--- config.mk ---
export PLATFORM = sky130hd
export DESIGN_NAME = pc_redirect_ctrl
export DESIGN_NICKNAME = d
export VERILOG_FILES = /design/src/rtl/pc_redirect_ctrl.sv
export SDC_FILE = /design/constraint.sdc
export NUM_CORES = 1
export LEC_CHECK = 0
export ABC_AREA = 0
export CORE_UTILIZATION = 25
export CTS_CLUSTER_SIZE = 40
export DETAILED_ROUTE_END_ITERATION = 10
export GPL_ROUTABILITY_DRIVEN = 0
export HOLD_SLACK_MARGIN = 0.03
export PLACE_DENSITY = 0.68
export SYNTH_ARGS = -nofsm -noshare
export SYNTH_HDL_FRONTEND = slang
export SYNTH_SLANG_ARGS = --single-unit
--- constraint.sdc ---
create_clock -name clk -period 5.1 [get_ports clk]
set_input_delay 0.765 -clock clk [delete_from_list [all_inputs] [get_ports clk]]
set_output_delay 0.765 -clock clk [all_outputs]
set_load 0.005 [all_outputs]
--- src/rtl/pc_redirect_ctrl.sv ---
// pc_redirect_ctrl: next-PC source sequencer that also owns EPC/Status/Cause; define IRQ_SYNC_EN to add a 2-flop irq synchroniser.
module pc_redirect_ctrl #(
  parameter int IRQ_W = 6
) (
  input  logic             clk,
  input  logic             reset,
  input  logic             instr_done_i,
  input  logic             br_taken_i,
  input  logic             jmp_i,
  input  logic             exc_req_i,
  input  logic [4:0]       exc_code_i,
  input  logic             eret_i,
  input  logic [IRQ_W-1:0] irq_i,
  input  logic [31:0]      pc_cur_i,
  input  logic             cp0_we_i,
  input  logic             cp0_sel_i,
  input  logic [31:0]      cp0_wdata_i,
  output logic             pc_write_o,
  output logic [2:0]       pc_source_o,
  output logic [31:0]      epc_o,
  output logic [31:0]      status_o,
  output logic [31:0]      cause_o,
  output logic             busy_o
);
  localparam logic [2:0] SRC_SEQ = 3'b001, SRC_BR = 3'b010, SRC_JMP = 3'b011,
                         SRC_EXC = 3'b100, SRC_INT = 3'b101, SRC_EPC = 3'b110;
  typedef enum logic {RUN, CMD} state_t;
  state_t state_q, state_d;
  logic [2:0]       src_q, src_d, sel;
  logic [31:0]      epc_q, epc_d;
  logic             ie_q, ie_d, exl_q, exl_d;
  logic [IRQ_W-1:0] im_q, im_d, ip;
  logic [4:0]       code_q, code_d;
  logic             take, int_ok, trap;
  logic             unused_wdata;
  assign unused_wdata = ^cp0_wdata_i;
`ifdef IRQ_SYNC_EN
  logic [IRQ_W-1:0] irq_s1_q, irq_s2_q;
  always_ff @(posedge clk or posedge reset)
    if (reset) begin
      irq_s1_q <= '0;
      irq_s2_q <= '0;
    end else begin
      irq_s1_q <= irq_i;
      irq_s2_q <= irq_s1_q;
    end
  assign ip = irq_s2_q;
`else
  assign ip = irq_i;
`endif
  assign take   = (state_q == RUN) && instr_done_i;
  assign int_ok = ie_q & ~exl_q & |(ip & im_q);
  // interrupt only wins over a plain sequential retirement; otherwise it stays pending
  assign sel = exc_req_i ? SRC_EXC :
               eret_i    ? SRC_EPC :
               jmp_i     ? SRC_JMP :
               br_taken_i ? SRC_BR :
               int_ok    ? SRC_INT : SRC_SEQ;
  assign trap = take && (sel == SRC_EXC || sel == SRC_INT || sel == SRC_EPC);
  always_ff @(posedge clk or posedge reset)
    if (reset) begin
      state_q <= RUN;
      src_q   <= '0;
      epc_q   <= '0;
      ie_q    <= 1'b0;
      exl_q   <= 1'b0;
      im_q    <= '0;
      code_q  <= '0;
    end else begin
      state_q <= state_d;
      src_q   <= src_d;
      epc_q   <= epc_d;
      ie_q    <= ie_d;
      exl_q   <= exl_d;
      im_q    <= im_d;
      code_q  <= code_d;
    end
  always_comb state_d = (state_q == RUN) ? (instr_done_i ? CMD : RUN) : RUN;
  always_comb begin
    src_d  = take ? sel : src_q;
    ie_d   = (cp0_we_i && !cp0_sel_i) ? cp0_wdata_i[0] : ie_q;
    im_d   = (cp0_we_i && !cp0_sel_i) ? cp0_wdata_i[8 +: IRQ_W] : im_q;
    exl_d  = (cp0_we_i && !cp0_sel_i && !trap) ? cp0_wdata_i[1] : exl_q;
    epc_d  = (cp0_we_i && cp0_sel_i && !trap) ? {cp0_wdata_i[31:2], 2'b00} : epc_q;
    code_d = code_q;
    if (take && sel == SRC_EXC) begin
      code_d = exc_code_i;
      epc_d  = exl_q ? epc_q : pc_cur_i;
      exl_d  = 1'b1;
    end
    if (take && sel == SRC_INT) begin
      code_d = 5'd0;
      epc_d  = pc_cur_i + 32'd4;
      exl_d  = 1'b1;
    end
    if (take && sel == SRC_EPC) exl_d = 1'b0;
  end
  always_comb begin
    pc_write_o  = (state_q == CMD);
    busy_o      = (state_q == CMD);
    pc_source_o = (state_q == CMD) ? src_q : 3'b000;
    epc_o       = epc_q;
    status_o    = '0;
    status_o[0] = ie_q;
    status_o[1] = exl_q;
    status_o[8 +: IRQ_W] = im_q;
    cause_o     = '0;
    cause_o[6:2] = code_q;
    cause_o[8 +: IRQ_W] = ip;
  end
endmodule

======== Word-level counts from Yosys, hierarchy flattened ========
Index checks and enable logic that the tools add are counted.
storage, ports and cells
  register bits ........................... 49
  output and inout port bits .............. 101
  input bits .............................. 84
  logic and storage cells ................. 53
cells by class
  multiplexer cells ....................... 18
  $add $sub $neg .......................... 1
  reductions and logical operators ........ 18
  equality and inequality tests ........... 4
  bitwise gates (word level) .............. 5
operators with widths
  cell                                                                      count
  32-bit 2-to-1 mux                                                         4
  32-bit by 3-bit adder with 32-bit output (second input constant)          1
  3-bit 2-to-1 mux                                                          6
  5-bit 2-to-1 mux                                                          2
  3-bit == test (second input constant)                                     3
  1-bit logical AND                                                         9
  6-bit bitwise AND                                                         1
  1-bit 2-to-1 mux                                                          6
  6-bit OR reduction                                                        1
  4-bit nonzero test                                                        1
  3-bit by 2-bit inequality test with 1-bit output (second input constant)  1
  3-bit nonzero test                                                        1
  1-bit bitwise AND                                                         2
  1-bit zero test                                                           2
  1-bit logical OR                                                          2
  1-bit inverter                                                            2
  2-bit AND reduction                                                       1
  2-bit nonzero test                                                        1

======== Longest topological paths before layout ========
Gate-level depths: netlist of the first run.
  word-level depth ........................ 18
  gate-level depth with buffers ........... 8
  mapped depth without buffers ............ 7

======== Least setup slack after synthesis of the first run ========
No wires, ideal clock.
  path type ............................... input -> register
  start point ............................. in br_taken_i
  end point ............................... reg epc_q[22] (netlist: epc_o[22])
  arrival ................................. 2,350 ps
  buffers on the path ..................... 0
  required time ........................... 4,973 ps
  cell stages on the path ................. 6
  setup time .............................. 127 ps
  path slack .............................. 2,623 ps
  cells stage by stage .................... or4b_4 > nor4_4 > nand2_2 > or4_1 > o311ai_1 > o21ai_2
between the ends
  longest elaborated chain between the ends .. 12
  elaborated cells between the ends (all ways) .. 19
  those cells by class .................... eq/ne: 4; mux: 6; reduce/logical: 9
RTL lines
  element                                  line        source
  from (decl)                              8           input logic br_taken_i,
  3-bit 2-to-1 mux (*)                     57          br_taken_i ? SRC_BR :
  3-bit 2-to-1 mux (*)                     56          jmp_i ? SRC_JMP :
  3-bit 2-to-1 mux (*)                     55          eret_i ? SRC_EPC :
  3-bit 2-to-1 mux (*)                     54          assign sel = exc_req_i ? SRC_EXC :
  3-bit == test, on equally long branches  59, 86, 91
  1-bit logical OR (2 in a row)            59          assign trap = take && (sel == SRC_EXC || sel == SRC_INT || sel == SRC_EPC);
  1-bit logical AND                        59
  1-bit zero test                          84          epc_d = (cp0_we_i && cp0_sel_i && !trap) ? {cp0_wdata_i[31:2], 2'b00} : epc_q;
  1-bit logical AND                        84
  3-bit nonzero test (no source line)      -
  2-bit AND reduction (no source line)     -
  to (signal assigned)                     72          epc_q <= epc_d;
  to (decl)                                30          logic [31:0] epc_q, epc_d;
Every way passes the cells marked *; elsewhere a longest branch is shown, timed or not.
A chain may end at the register's enable or synchronous reset.

======== Final worst setup path of the first run ========
  start point ............................. in exc_req_i
  end point ............................... reg epc_q[23] (netlist: epc_o[23])
between the ends
  longest elaborated chain between the ends .. 9
  elaborated cells between the ends (all ways) .. 16
  those cells by class .................... eq/ne: 4; mux: 3; reduce/logical: 9
RTL lines
  element                                  line        source
  from (decl)                              10          input logic exc_req_i,
  3-bit 2-to-1 mux (*)                     54
  3-bit == test, on equally long branches  59, 86, 91
  1-bit logical OR (2 in a row)            59
  1-bit logical AND                        59
  1-bit zero test                          84
  1-bit logical AND                        84
  3-bit nonzero test (no source line)      -
  2-bit AND reduction (no source line)     -
Marked as above.

==> results of run 1 <==
-- state kept, by name, indices dropped and copies added (netlist names) --
name	cells
epc_o	32
src_q	3
busy_o	1
ie_q	1
code_q	5
exl_q	1
im_q	6
-- worst paths after layout --
path	depth (start not counted)	start	slack (ns)	endpoint
max	8	exc_req_i	1.68	epc_o[23]
min	2	epc_o[28]	0.48	epc_o[28]
max reg2reg	6	busy_o	2.16	epc_o[23]
min reg2reg	2	epc_o[28]	0.48	epc_o[28]
max in group asynchronous	2	reset	3.37	epc_o[29]
min in group asynchronous	2	reset	1.07	epc_o[7]
-- cell families (layout without fill, tap and decap cells) --
group	Yosys count	in the layout	synth area share, %
other cells	1	45	0.110
compound gates	136	136	24.0
mux	8	8	2.59
fa+ha+maj	1	1	0.365
simple gates	145	145	20.5
xor+xnor	2	2	0.512
flops	49	49	35.8
buf+inv	85	157	16.1
-- worst max-delay path: stages --
cell             delay (ns)
clkdlybuf4s50_1        0.52
nand3b_1               0.16
buf_4                  0.35
or2_2                  0.22
nand2_1                0.28
nor2_2                 0.99
a221oi_1               0.13
a21oi_1                0.20
-- final cells by class --
cell class                 count  area (um^2)
fill                        1369         8450
multi-input combinational    337         1810
timing repair buffer         143         1420
sequential                    49         1230
tap                          176          220
clock buffer                   5          125
inverter                       8         30.0
clock inverter                 1         5.00
-- metal layers --
metal	track usage, %	wire [um]
met5	0	0
met4	6.09	278
met3	3.26	981
met2	27.3	5710
met1	22.8	5250
-- power breakdown --
| part | internal (mW) | switching (mW) |
|---|---|---|
| Clock | 0.176 | 0.147 |
| Sequential | 0.466 | 0.0529 |
| Combinational | 0.252 | 0.178 |
| Total | 0.894 | 0.378 |
-- cells in the final DEF (no fill, tap or decap), types with 2 or more instances in the layout --
cell type and n:
and3_1 3, a221o_1 2, nor2_1 28, a21o_1 3, buf_4 4, nand3_1 14
o311ai_1 3, inv_1 7, mux2_2 7, nor2_2 2, nor4_1 3, o21ai_0 44
or3_1 5, a221oi_1 2, o21ai_1 14, o221ai_1 3, or2_2 4, a311oi_1 2
and4_1 3, clkdlybuf4s50_1 139, a22oi_1 4, nand2b_1 2, and2_1 4, o31ai_1 9
a21oi_1 31, nor3_1 4, o311ai_0 2, nand4_1 7, clkbuf_16 5, o211ai_1 4
a31oi_1 4, o21a_1 2, conb_1 45, nand2_1 59, dfrtp_1 49
-- metrics by stage --
step | std cells | setup slack [ns]
detailed placement | 713 | 1.41
finish | 719 | 1.68
global placement | 713 | 1.52
CTS | 719 | 1.70
floorplan | 471 | 2.62
global route | 719 | 1.41
==> results by group, run 1 <==
Synth
  – Synth top cells by count: nand2_1 (59), buf_4 (58), dfrtp_1 (49)
  – Largest cells by area after synthesis: dfrtp_1 (36%), buf_4 (13%), nand2_1 (6.5%), o21ai_0 (6.4%), a21oi_1 (4.5%)
  – Post-Syn Area: 3420 um^2
  – Post-Synthesis Cells: 427
  – Dominant cell type by area after synthesis: dfrtp_1
  – Register bit total from synthesis: 49
  – Distinct cells, synth: between 50 and 60
  – Top FF cell, synth: dfrtp_1
  – Synth warnings: 0
  – Area share of the largest cell type after synthesis: 35.8%
  – Count leader, synth: nand2_1
  – Register area share after synthesis: 35.8%
  – Post-synth EDFFs: 0
  – Asr flop ratio synth: 100%
  – Syn avg cell area: 8.02 um^2

Clocking
  – Hold Buf Count CTS: 0
  – H-tree depth: 2
  – CTS sink cnt: 49
  – TritonCTS clock tree: done
  – Post-CTS Repair Setup Buffers: 0
  – Clock Tree Root: clkbuf_16
  – Worst-skew pair later-pin latency: 0.29 ns
  – CTS Buffer Depth: 2
  – Total CTS buffers: 5
  – Post_cts resized: 0
  – Clock transition at the registers of the reported paths: 0.06 ns

Finish
  – Final Cell Area: about 4800 um^2
  – Nets: 629
  – Antenna fix cells: 0
  – Layout cells sized above 1: 5.34%
  – Layout area overhead: 41.4%
  – Post-layout util: a little over a third

Drt
  – DRT antenna net count: 0
  – Starting DRC count in detailed routing: about 220
  – Residual DRC: 0
  – Routed wire per std cell: 17.0 um
  – Drt pass-1 iters: 4
  – Vias per cell: 5.05
  – Via count: 3632
  – WL final: between 10 and 15 mm

Global route
  – Vias in the first global route: 3464
  – Aggregate global-route resource usage: 17.1%
  – Largest net degree at the start of global routing: 51
  – Initial antenna violation count: 0
  – Grt ovf: 0
  – First-pass GRT wire length: about 19 mm

Run
  – # Max-Cap Violations: 0

Pwr
  – P_leak: between 1.5 and 2 nW
  – VDD IR max: 113 uV
  – Power Total: 1.27 mW
  – Pwr Density: 263 nW/um^2

Floorplanning
  – Initial Util: 25.8%
  – Cell row count: 42
  – I/O Pins: 185
  – Die Height: 119 um
  – Die area: 14200 um^2
  – Core Box Area: 13300 um^2
  – Die width: 119 um

STA
  – Max frequency: 292 MHz
  – RSZ-0062 raised after global routing: false
  – Layout Skew: 0.00558 ns
  – Worst hold slack: 0.483 ns
  – Final min period: 3.42 ns
  – Fin crit share: 67.1%
  – Worst-Margin Slew: 1.16 ns
  – TNS Setup: 0 ns
  – Final setup vio count: 0
  – Max-slew violations: 0
  – Max-Slew Margin vs Limit: roughly 22%
  – Final Hold Vio Count: 0

Setup path
  – Worst-path maximum fanout: 32
  – WP data required: 5.32 ns
  – Worst path arrival time: 3.64 ns
  – Crit start category: input port
  – CP endpoint kind: register
  – CP Class: in -> reg

Placement
  – DPL Wire Length: 9.34 mm
  – Placed Area: approximately 4700 um^2
  – IO Port Bufs: 139

Outcome
  – Status: finished clean

Min path
  – Min-Delay Path Class: reg -> reg
(Power assumes the default switching activity.)
==> run 2, diff against run 1 <==
- clock period: 5.1 -> 3.3 ns (I/O delays scaled with it)
==> run 2 against run 1 <==
Compared with the run above: cell area grew 2.5%; critical path depth is the same; register-to-register slack lost 1.3 ns; critical endpoint is now epc_o[18]; largest cell class unchanged.
==> results by group, run 2 (same netlist as run 1, synthesis figures left out) <==
Outcome
  – Status: finished clean (unchanged)

Finish
  – Most common cell after layout, fill and taps aside: clkdlybuf4s50_1 (unchanged)
  – Layout cells sized above 1: 7.71% (was 5.34%)
  – Final Cell Area: 4960 um^2 (was 4840 um^2)
  – Non-Filler Instances: 734 (was 719)
  – Layout area overhead: 44.8% (was 41.4%)
  – Antenna fix cells: 0 (unchanged)
  – Multi-input gate area: 1810 um^2 (unchanged)
  – Max reg flops: 32 (unchanged)
  – Nets: 642 (was 629)
  – Sequential Area: 1230 um^2 (unchanged)
  – Post-layout util: 37.3% (was 36.4%)
  – Commonest non-fill, non-tap cells in the layout: clkdlybuf4s50_1 (139), nand2_1 (59), dfrtp_1 (49) (unchanged)
  – Fill count: 1343 (was 1369)

STA
  – Max-Slew Margin vs Limit: 53.3% (was 22.3%)
  – Final Hold Vio Count: 0 (unchanged)
  – RSZ-0062 raised after global routing: false (unchanged)
  – Max-slew violations: 0 (unchanged)
  – Worst-Margin Slew: 0.699 ns (was 1.16 ns)
  – Max frequency: approximately 370 MHz
  – TNS Setup: 0 ns (unchanged)
  – Final min period: ~2.7 ns
  – Fin crit share: 81.8%
  – Final setup vio count: 0 (unchanged)
  – Layout Skew: 0.00678 ns (was 0.00558 ns)

Pwr
  – VDD IR max: 187 uV (was 113 uV)
  – Power Total: 1.99 mW (was 1.27 mW)
  – P_leak: 2.00 nW (was 1.93 nW)
  – Pwr Density: 401 nW/um^2 (was 263 nW/um^2)

Global route
  – Largest net degree at the start of global routing: 32 (was 51)
  – Aggregate global-route resource usage: 17.0% (was 17.1%)
  – First-pass GRT wire length: 18.9 mm (was 18.8 mm)
  – Vias in the first global route: 3465 (was 3464)
  – Initial antenna violation count: 0 (unchanged)
  – Grt ovf: 0 (unchanged)

Drt
  – DRT antenna net count: 0 (unchanged)
  – Residual DRC: 0 (unchanged)
  – WL final: 12.1 mm (was 12.2 mm)
  – Vias per cell: 4.99 (was 5.05)
  – Drt pass-1 iters: 5 (was 4)
  – Routed wire per std cell: 16.5 um (was 17.0 um)
  – Via count: 3661 (was 3632)
  – Starting DRC count in detailed routing: 354 (was 219)

Setup path
  – CP cell instances: clkdlybuf4s50_1 -> or4b_4 -> nor4_4 -> nand2_2 -> buf_4 -> nand2_1 -> o311ai_0 -> o21ai_1 (was clkdlybuf4s50_1 -> nand3b_1 -> buf_4 -> or2_2 -> nand2_1 -> nor2_2 -> a221oi_1 -> a21oi_1)
  – Worst path bufs/invs: 2 (unchanged)
  – Max stage delay on crit path: 0.58 ns (was 0.99 ns)
  – Worst path slowest cell: or4b_4 (was nor2_2)
  – Crit start category: input port (unchanged)
  – Worst-path maximum fanout: 26 (was 32)
  – Worst path arrival time: 2.92 ns (was 3.64 ns)
  – CP endpoint kind: register (unchanged)
  – CP Class: in -> reg (unchanged)
  – WP data required: 3.52 ns (was 5.32 ns)
  – CP top delay family: simple AND/OR/NAND/NOR gates (unchanged)

Placement
  – Placed Area: 4820 um^2 (was 4710 um^2)
  – DPL Wire Length: 9.39 mm (was 9.34 mm)
  – Placed Instances: 726 (was 713)
  – IO Port Bufs: 139 (unchanged)

Clocking
  – CTS Buffer Depth: 2 (unchanged)
  – Total CTS buffers: 5 (unchanged)
  – H-tree depth: 2 (unchanged)
  – Post_cts resized: 0 (unchanged)
  – Post-CTS Repair Setup Buffers: 0 (unchanged)
  – Clock transition at the registers of the reported paths: 0.07 ns (was 0.06 ns)
  – Clock Tree Root: clkbuf_16 (unchanged)
  – Hold Buf Count CTS: 0 (unchanged)
  – TritonCTS clock tree: done (unchanged)
  – Worst-skew pair later-pin latency: 0.29 ns (about the same)
  – CTS sink cnt: 49 (unchanged)

Floorplanning
  – Die Height: 119 um (unchanged)
  – Cell row count: 42 (unchanged)
  – I/O Pins: 185 (unchanged)
  – Core Box Area: 13300 um^2 (unchanged)
  – Die area: 14200 um^2 (unchanged)
  – Die width: 119 um (unchanged)
  – Initial Util: 25.8% (unchanged)

Min path
  – Min-Delay Path Class: reg -> reg (unchanged)

Run
  – # Max-Cap Violations: 0 (unchanged)
run 2: cell count changes in the layout (fill, tap and decap cells not counted):
cell / before / now
buf_12: 0 / 1
clkinv_2: 1 / 2
clkbuf_1: 0 / 1
buf_4: 4 / 16
run 2: final timing paths:
| check | slack (ns) | cells after the start | start | endpoint |
|---|---|---|---|---|
| max | 0.60 | 8 | br_taken_i | epc_o[18] |
| min | 0.48 | 2 | src_q[1] | src_q[1] |
| max reg2reg | 0.87 | 7 | exl_q | epc_o[18] |
| min reg2reg | 0.48 | 2 | src_q[1] | src_q[1] |
| max in group asynchronous | 2.04 | 3 | reset | epc_o[11] |
| min in group asynchronous | 0.63 | 2 | reset | src_q[0] |
run 2: final cells by class:
class                   instances  share of cell area, %
clock buffers                   6                   2.60
flip-flops and latches         49                   24.7
clock inverters                 2                  0.202
inverters                       8                  0.605
repair buffers                156                   30.9
multi-input cells             337                   36.6
well taps                     176                   4.44
run 2: worst min-delay path: cells and delay by family (launching register included):
kind	cells	cell delay (ns)
AOI/OAI and AO/OA	1	0.05
DFF	1	0.34
and+or+nand+nor	1	0.05
run 2: stage by stage:
| stage | hold WS, ns | setup slack (ns) |
|---|---|---|
| global route | 0.507 | 0.483 |
| finish | 0.479 | 0.599 |
| floorplan | 0.440 | 1.09 |
| detailed placement | 0.467 | 0.350 |
| global placement | 0.455 | 0.403 |
| CTS | 0.481 | 0.641 |
run 2: power breakdown:
part           internal (mW)  switching, mW  total [mW]
Sequential             0.720         0.0798       0.799
Clock                  0.279          0.231       0.510
Combinational          0.400          0.277       0.677
Total                   1.40          0.588        1.99
run 2: metal layers:
metal / global-route usage [%] / share of wire (%) / vias up
met3: 2.54 / 8.5 / 15
li1: - / - / 1686
met2: 27.7 / 47 / 212
met4: 4.83 / 1.6 / 0
met5: 0 / 0 / -
met1: 23.3 / 43 / 1748
==> run 3, diff against run 2 <==
- clock period: 3.3 -> 2.76 ns (I/O delays scaled with it)
==> run 3 against run 2 <==
Compared with the run above: cell area increased by 3.6%; sequential share of layout area decreased by 0.86 points; largest cell class unchanged; first-iteration DRC count shrank 12%; highest routed layer unchanged; wire length increased by 2.5%; critical path depth stayed put.
==> results by group, run 3 (same netlist as run 1, synthesis figures left out) <==
Min path
  – Min-Delay Path Class: reg -> reg (unchanged)
  – Hold Crit Depth: 2 (unchanged)

Finish
  – Commonest non-fill, non-tap cells in the layout: clkdlybuf4s50_1 (139), nand2_1 (59), dfrtp_1 (49) (unchanged)
  – Layout area overhead: 50.1% (was 44.8%)
  – Max reg flops: 32 (unchanged)
  – Fill count: 1372 (was 1343)
  – Post-layout util: 38.7% (was 37.3%)
  – Most common cell after layout, fill and taps aside: clkdlybuf4s50_1 (unchanged)
  – Sequential Area: 1230 um^2 (unchanged)
  – Layout cells sized above 1: 10.9% (was 7.71%)
  – Antenna fix cells: 0 (unchanged)
  – Multi-input gate area: 1810 um^2 (unchanged)
  – Nets: 662 (was 642)

Setup path
  – Worst-path maximum fanout: 13 (was 26)
  – CP endpoint kind: register (unchanged)
  – CP Class: in -> reg (unchanged)
  – WP data required: 2.99 ns (was 3.52 ns)
  – Worst path arrival time: 2.75 ns (was 2.92 ns)
  – Crit start category: input port (unchanged)
  – FF-to-FF setup slack: 0.43 ns (was 0.87 ns)
  – Path depth of the worst reg2reg path: 7 (unchanged)

Clocking
  – Hold Buf Count CTS: 0 (unchanged)
  – Total CTS buffers: 5 (unchanged)
  – Worst-skew pair later-pin latency: 0.29 ns (about the same)
  – Post-CTS Repair Setup Buffers: 0 (unchanged)
  – CTS Buffer Depth: 2 (unchanged)
  – Clock Tree Root: clkbuf_16 (unchanged)
  – CTS sink cnt: 49 (unchanged)
  – TritonCTS clock tree: done (unchanged)
  – Post_cts resized: 0 (unchanged)
  – Clock transition at the registers of the reported paths: 0.07 ns (about the same)
  – H-tree depth: 2 (unchanged)

Floorplanning
  – Die area: 14200 um^2 (unchanged)
  – Die width: 119 um (unchanged)
  – Initial Util: 25.8% (unchanged)
  – Cell row count: 42 (unchanged)
  – Core Box Area: 13300 um^2 (unchanged)
  – Die Height: 119 um (unchanged)
  – I/O Pins: 185 (unchanged)

Drt
  – Starting DRC count in detailed routing: 311 (was 354)
  – Residual DRC: 0 (unchanged)
  – Via count: 3708 (was 3661)
  – Vias per cell: 4.92 (was 4.99)
  – Routed wire per std cell: 16.5 um (about the same)
  – WL final: 12.4 mm (was 12.1 mm)
  – DRT antenna net count: 0 (unchanged)
  – Drt pass-1 iters: 5 (unchanged)

Placement
  – DPL Wire Length: 9.83 mm (was 9.39 mm)
  – IO Port Bufs: 139 (unchanged)

Pwr
  – VDD IR max: 253 uV (was 187 uV)
  – P_leak: 2.11 nW (was 2.00 nW)
  – Pwr Density: 487 nW/um^2 (was 401 nW/um^2)

STA
  – Final setup vio count: 0 (unchanged)
  – Max-Slew Margin vs Limit: 61.0% (was 53.3%)
  – Max frequency: 397 MHz
  – Worst hold slack: 0.481 ns (was 0.479 ns)
  – Worst-Margin Slew: 0.584 ns (was 0.699 ns)
  – TNS Setup: 0 ns (unchanged)
  – RSZ-0062 raised after global routing: false (unchanged)
  – Layout Skew: 0.00714 ns (was 0.00678 ns)
  – Fin crit share: roughly 90%
  – Final Hold Vio Count: 0 (unchanged)
  – Final min period: 2.52 ns
  – Max-slew violations: 0 (unchanged)

Run
  – # Max-Cap Violations: 0 (unchanged)

Outcome
  – Status: finished clean (unchanged)

Global route
  – Grt ovf: 0 (unchanged)
  – Largest net degree at the start of global routing: 31 (was 32)
  – Initial antenna violation count: 0 (unchanged)
  – Vias in the first global route: 3592 (was 3465)
  – First-pass GRT wire length: 19.4 mm (was 18.9 mm)
  – Aggregate global-route resource usage: 17.4% (was 17.0%)
==> run 3: per-stage QoR <==
stage | cell area, um^2 | setup WS [ns] | cells | power [mW]
detailed placement | 4970 | -0.0294 | 746 | 1.80
global placement | 4970 | 0.0294 | 746 | 1.79
floorplan | 3590 | 0.634 | 471 | 1.28
finish | 5140 | 0.239 | 754 | 2.50
CTS | 5140 | 0.268 | 754 | 2.52
global route | 5140 | 0.102 | 754 | 2.63
==> run 3: worst paths after layout <==
kind / start / endpoint
max: br_taken_i / epc_o[31]
min: src_q[1] / src_q[1]
max reg2reg: exl_q / epc_o[31]
min reg2reg: src_q[1] / src_q[1]
max in group asynchronous: reset / epc_o[31]
min in group asynchronous: reset / src_q[1]
==> run 3: critical path: stages <==
cell	delay, ns
clkdlybuf4s50_1	0.46
or4b_4	0.59
nor4_4	0.29
and2_1	0.27
buf_4	0.22
nor2_1	0.09
a221oi_1	0.30
a21o_1	0.11
==> run 3: power by group <==
part	total [mW]	internal, mW	switching, mW
combinational	0.831	0.492	0.339
clock	0.713	0.430	0.283
sequential	0.956	0.860	0.0961
==> run 3: layout make-up <==
cell class	count	area share (%)
Multi-Input combinational cell	337	35.3
Timing Repair Buffer	176	32.7
Sequential cell	49	23.9
Tap cell	176	4.29
Clock buffer	6	2.51
Clock inverter	2	0.755
Inverter	8	0.584
==> run 3: routing by layer <==
layer / GRT usage, % / share of wire [%]
met2: 29.5 / 49
met5: 0 / 0
met3: 3.16 / 6.8
met1: 22.7 / 43
met4: 4.11 / 1.3
==> patch 1, RTL diff (settings of run 3) <==
The parameter `IRQ_W` goes from 6 to 12.
--- a/src/rtl/pc_redirect_ctrl.sv
+++ b/src/rtl/pc_redirect_ctrl.sv
@@ -1,6 +1,6 @@
 // pc_redirect_ctrl: next-PC source sequencer that also owns EPC/Status/Cause; define IRQ_SYNC_EN to add a 2-flop irq synchroniser.
 module pc_redirect_ctrl #(
-  parameter int IRQ_W = 6
+  parameter int IRQ_W = 12
 ) (
   input  logic             clk,
   input  logic             reset,
Interface: changed (resized irq_i); port bits go from 185 to 191. The function was not compared with the original's and may differ.
==> patch 1 against run 3 <==
  * Sequential cell count is 6 higher
  * Global-route usage decreased by 0.35 points
  * Power up 15%
  * Design area up 13%
  * Synthesized area grew 15%
  * Non-clock buffer count grew 12
  * Hold slack better by 17 ps
  * Critical path depth is the same
  * Routed wire length rose by 13%
  * Register-to-register slack better by 60 ps
  * Highest routed layer is now met5
  * Critical endpoint is now epc_o[11]$_DFFE_PP0P_
  * First-iteration DRC count is 7.7% lower
  * Setup slack better by 93 ps
==> patch 1: results (changes against run 3) <==
metric,value,unit,change
IO Port Bufs,157,,was 139
first-pass GRT wire length,21400,um,"was 19,400 um"
"Net count, final",660,,was 662
largest net degree at the start of global routing,32,,was 31
DRT Pass-1 Iters,7,,was 5
ratio of cells with drive above 1 in the final layout,0.160,,was 0.109
routing usage on met3,0.0343,,was 0.0316
uppermost layer routed,met5,,was met4
register area share after synthesis,0.350,,was 0.358
Worst R2R Setup Slack,490,ps,was 430 ps
vias per cell,5.08,,was 4.92
initial DRC count,287,,was 311
DP HPWL,11200,um,was 9830 um
Worst VDD drop,225,uV,was 253 uV
Worst Path Max Fanout,15,,was 13
Hold Crit Start,src_q[0]$_DFFE_PP0P_,,was src_q[1]$_DFFE_PP0P_
period utilization,0.880,,was 0.913
"top cells by area, synth","dfrtp_1, buf_4, o31ai_4",,"was dfrtp_1, buf_4, nand2_1"
Slew HR,0.526,,was 0.610
met1 Use GR,0.214,,was 0.227
met3 wire length,909,um,was 847 um
Global Route Usage Sum,0.171,,was 0.174
Fillers,1515,,"was 1,372"
FF-to-FF Start,im_q[5]$_DFFE_PP0P_,,was exl_q$_DFFE_PP0P_
"worst slack, placed",33.8,ps,was -29.4 ps
vias in the first global route,3924,,"was 3,592"
met2 WL,6780,um,was 6130 um
number of antenna violations at the first check in global routing,1,,was 0
clock skew,6.36,ps,was 7.14 ps
Static Leak,2.25,nW,was 2.11 nW
status,completed,,unchanged
patch 1: power breakdown:
group / switching [mW] / internal, mW / total [mW]
combinational: 0.425 / 0.615 / 1.04
sequential: 0.118 / 0.967 / 1.08
clock: 0.301 / 0.452 / 0.753
patch 1: worst max-delay path by stage:
stage               startpoint                     to  cells after the start
floorplan             irq_i[1]  epc_o[12]$_DFFE_PP0P_                      8
global placement      irq_i[1]  epc_o[28]$_DFFE_PP0P_                      8
detailed placement    irq_i[5]  epc_o[11]$_DFFE_PP0P_                      8
CTS                   irq_i[5]  epc_o[28]$_DFFE_PP0P_                      8
global route          irq_i[5]   epc_o[2]$_DFFE_PP0P_                      7
finish                irq_i[5]  epc_o[11]$_DFFE_PP0P_                      8
patch 1: kinds of logic after synthesis:
logic type,count (synthesis),share of synthesized area
simple gates,148,0.201
compound gates,108,0.252
buf+inv,81,0.132
flops,55,0.350
mux,20,0.0563
xor+xnor,2,0.00446
fa+ha+maj,1,0.00318
other cells,1,0.000954
patch 1: cell type report:
type                       count  area [um^2]  area share
tap                          211          264      0.0453
clock inverter                 2         35.0     0.00601
clock buffer                   6          139      0.0238
inverter                       7         26.3     0.00451
timing repair buffer         188         1830       0.314
sequential                    55         1380       0.236
multi-input combinational    312         2160       0.370
patch 1: worst max-delay path: stages:
cell             delay (ps)
clkdlybuf4s50_1         430
a22oi_1                 240
nand2_2                 140
o311a_4                 470
a21oi_4                 270
and2_2                  200
buf_4                   290
o31ai_2                 120
patch 1: stage by stage:
stage               hold WS, ps  area (um^2)   util  instances
floorplan                   441         4050      -        448
global placement            469         5660  0.371        773
detailed placement          487         5660  0.371        773
CTS                         503         5830  0.382        781
global route                527         5830  0.382        781
finish                      497         5830  0.382        781
==> patch 2, RTL diff (flow settings as in run 3) <==
Without the edit above. Put a register stage on the output `status_o`, without a reset. The value now appears one clock later. The other outputs are not delayed to match.
--- a/src/rtl/pc_redirect_ctrl.sv
+++ b/src/rtl/pc_redirect_ctrl.sv
@@ -25,6 +25,8 @@
   localparam logic [2:0] SRC_SEQ = 3'b001, SRC_BR = 3'b010, SRC_JMP = 3'b011,
                          SRC_EXC = 3'b100, SRC_INT = 3'b101, SRC_EPC = 3'b110;
   typedef enum logic {RUN, CMD} state_t;
+
+  logic [31:0] status_d;
   state_t state_q, state_d;
   logic [2:0]       src_q, src_d, sel;
   logic [31:0]      epc_q, epc_d;
@@ -100,13 +102,17 @@
     busy_o      = (state_q == CMD);
     pc_source_o = (state_q == CMD) ? src_q : 3'b000;
     epc_o       = epc_q;
-    status_o    = '0;
-    status_o[0] = ie_q;
-    status_o[1] = exl_q;
-    status_o[8 +: IRQ_W] = im_q;
+    status_d    = '0;
+    status_d[0] = ie_q;
+    status_d[1] = exl_q;
+    status_d[8 +: IRQ_W] = im_q;
     cause_o     = '0;
     cause_o[6:2] = code_q;
     cause_o[8 +: IRQ_W] = ip;
   end
+  always_ff @(posedge clk) begin
+    status_o <= status_d;
+  end
+
 endmodule
 
Check against the original RTL: not equivalent (a bounded check fails within 4 cycles, from zero or initial values and one cycle with reset high).
==> patch 2 against run 3 <==
  * Critical path depth shrank 1
  * Synthesized area increased by 5.6%
  * Setup slack improved by 180 ps
  * Routed wire length rose by 3.2%
  * Sequential cell count rose by 8
  * Power grew 27%
  * Design area is 7.5% higher
  * Clock power is 61% higher
==> patch 2: results (changes against run 3) <==
metric,value,unit,change
largest stage delay on the critical path,610,ps,was 590 ps
largest net degree at the start of global routing,50,,was 31
Worst Path Max Fanout,5,,was 13
Internal Power,2.29,mW,was 1.78 mW
clock-pin slew on the worst setup and hold paths,50,ps,was 70 ps
max FFs per register,32,,unchanged
Critical-path top delay cell,or4_1,,was or4b_4
Avg WL per Cell,17.0,um,was 16.5 um
"Cell Area, Placed",5220,um^2,was 4970 um^2
Yosys cell types,51,,was 55
"worst slack, placed",91.1,ps,was -29.4 ps
CTS buffer count,9,,was 5
register area share after synthesis,0.383,,was 0.358
first-pass GRT wire length,19800,um,"was 19,400 um"
Global Route Usage Sum,0.177,,was 0.174
vias in the first global route,3776,,"was 3,592"
clock skew,6.52,ps,was 7.14 ps
DP HPWL,9610,um,was 9830 um
H-tree Lvls,3,,was 2
initial DRC count,220,,was 311
"Net count, final",655,,was 662
Static Leak,2.23,nW,was 2.11 nW
status,completed,,unchanged
DRT Pass-1 Iters,4,,was 5
Worst Hold Depth,0,,was 2
"top cells by area, synth","dfrtp_1, buf_4, nand2_1",,unchanged
ratio of cells with drive above 1 in the final layout,0.125,,was 0.109
final hold slack,391,ps,was 481 ps
met1 WL,5370,um,was 5290 um
met2 WL,5900,um,was 6130 um
Worst R2R Setup Slack,640,ps,was 430 ps
Async SR Flop Fraction,0.860,,was 1.00
arrival time worst endpoint,2570,ps,was 2750 ps
Worst VDD drop,257,uV,was 253 uV
latest clock arrival within the worst-skew pair,340,ps,was 290 ps
Least-Margin Pin Slew,605,ps,was 584 ps
met3 wire length,1230,um,was 847 um
terminus of the critical flop-to-flop path,epc_o[26]$_DFFE_PP0P_,,was epc_o[31]$_DFFE_PP0P_
Synth top cells by count,"buf_4, dfrtp_1, nand2_1",,"was nand2_1, buf_4, dfrtp_1"
Post-CTS Resized,0,,unchanged
vias per cell,5.01,,was 4.92
hold path endpoint,status_o[0]$_DFF_P_,,was src_q[1]$_DFFE_PP0P_
[patch 2: per-layer routing]
layer  track usage  vias to the layer above
met5             0                        -
met4        0.0694                        0
met3        0.0655                       29
met2         0.273                      200
met1         0.222                     1771
li1              -                     1779
[patch 2: cell families (layout without fill, tap and decap cells)]
logic type | count (synthesis) | after routing | share of synthesized area
other | 1 | 45 | 0.00104
xor gates and xnor gates | 2 | 2 | 0.00485
adders and majority gates | 1 | 1 | 0.00346
and+or+nand+nor | 150 | 150 | 0.212
buffers and inverters | 83 | 195 | 0.143
AOI/OAI and AO/OA | 114 | 114 | 0.219
DFF | 57 | 57 | 0.383
muxes | 11 | 11 | 0.0336
[patch 2: how the worst max path moves through the flow]
stage | start | end | slack, ps | cells past startpoint
finish | pc_cur_i[12] | epc_o[29]$_DFFE_PP0P_ | 420 | 7
global route | br_taken_i | epc_o[20]$_DFFE_PP0P_ | 300 | 8
CTS | br_taken_i | epc_o[21]$_DFFE_PP0P_ | 420 | 9
detailed placement | pc_cur_i[12] | epc_o[30]$_DFFE_PP0P_ | 90 | 6
global placement | br_taken_i | epc_o[21]$_DFFE_PP0P_ | 150 | 9
floorplan | exc_req_i | epc_o[0]$_DFFE_PP0P_ | 640 | 7
[patch 2: power by group through the flow]
stage / Clock (mW) / Sequential (mW) / Combinational (mW)
after floorplan: 0 / 1.13 / 0.355
after global placement: 0 / 1.13 / 0.909
after detailed placement: 0 / 1.13 / 0.915
after CTS: 1.17 / 1.12 / 0.923
after global routing: 1.22 / 1.14 / 1.00
final: 1.15 / 1.12 / 0.912
[patch 2: worst register-to-register path, delay by kind of cell, from the launching register on]
kind / cells / cell delay [ps]
and+or+nand+nor: 2 / 480
buffers and inverters: 2 / 410
DFF: 1 / 420
AOI/OAI and AO/OA: 3 / 690
[patch 2: layout make-up]
| cell class | count | area [um^2] |
|---|---|---|
| clock inverters | 6 | 67.6 |
| well taps | 180 | 225 |
| flip-flops and latches | 57 | 1390 |
| inverters | 6 | 22.5 |
| clock buffers | 10 | 239 |
| fillers | 1407 | 8460 |
| multi-input cells | 323 | 1890 |
| repair buffers | 173 | 1700 |
[patch 2: metrics by stage]
stage | instances | util
finish | 755 | 0.395
global route | 755 | 0.395
CTS | 755 | 0.395
detailed placement | 739 | 0.373
global placement | 739 | 0.373
floorplan | 463 | -
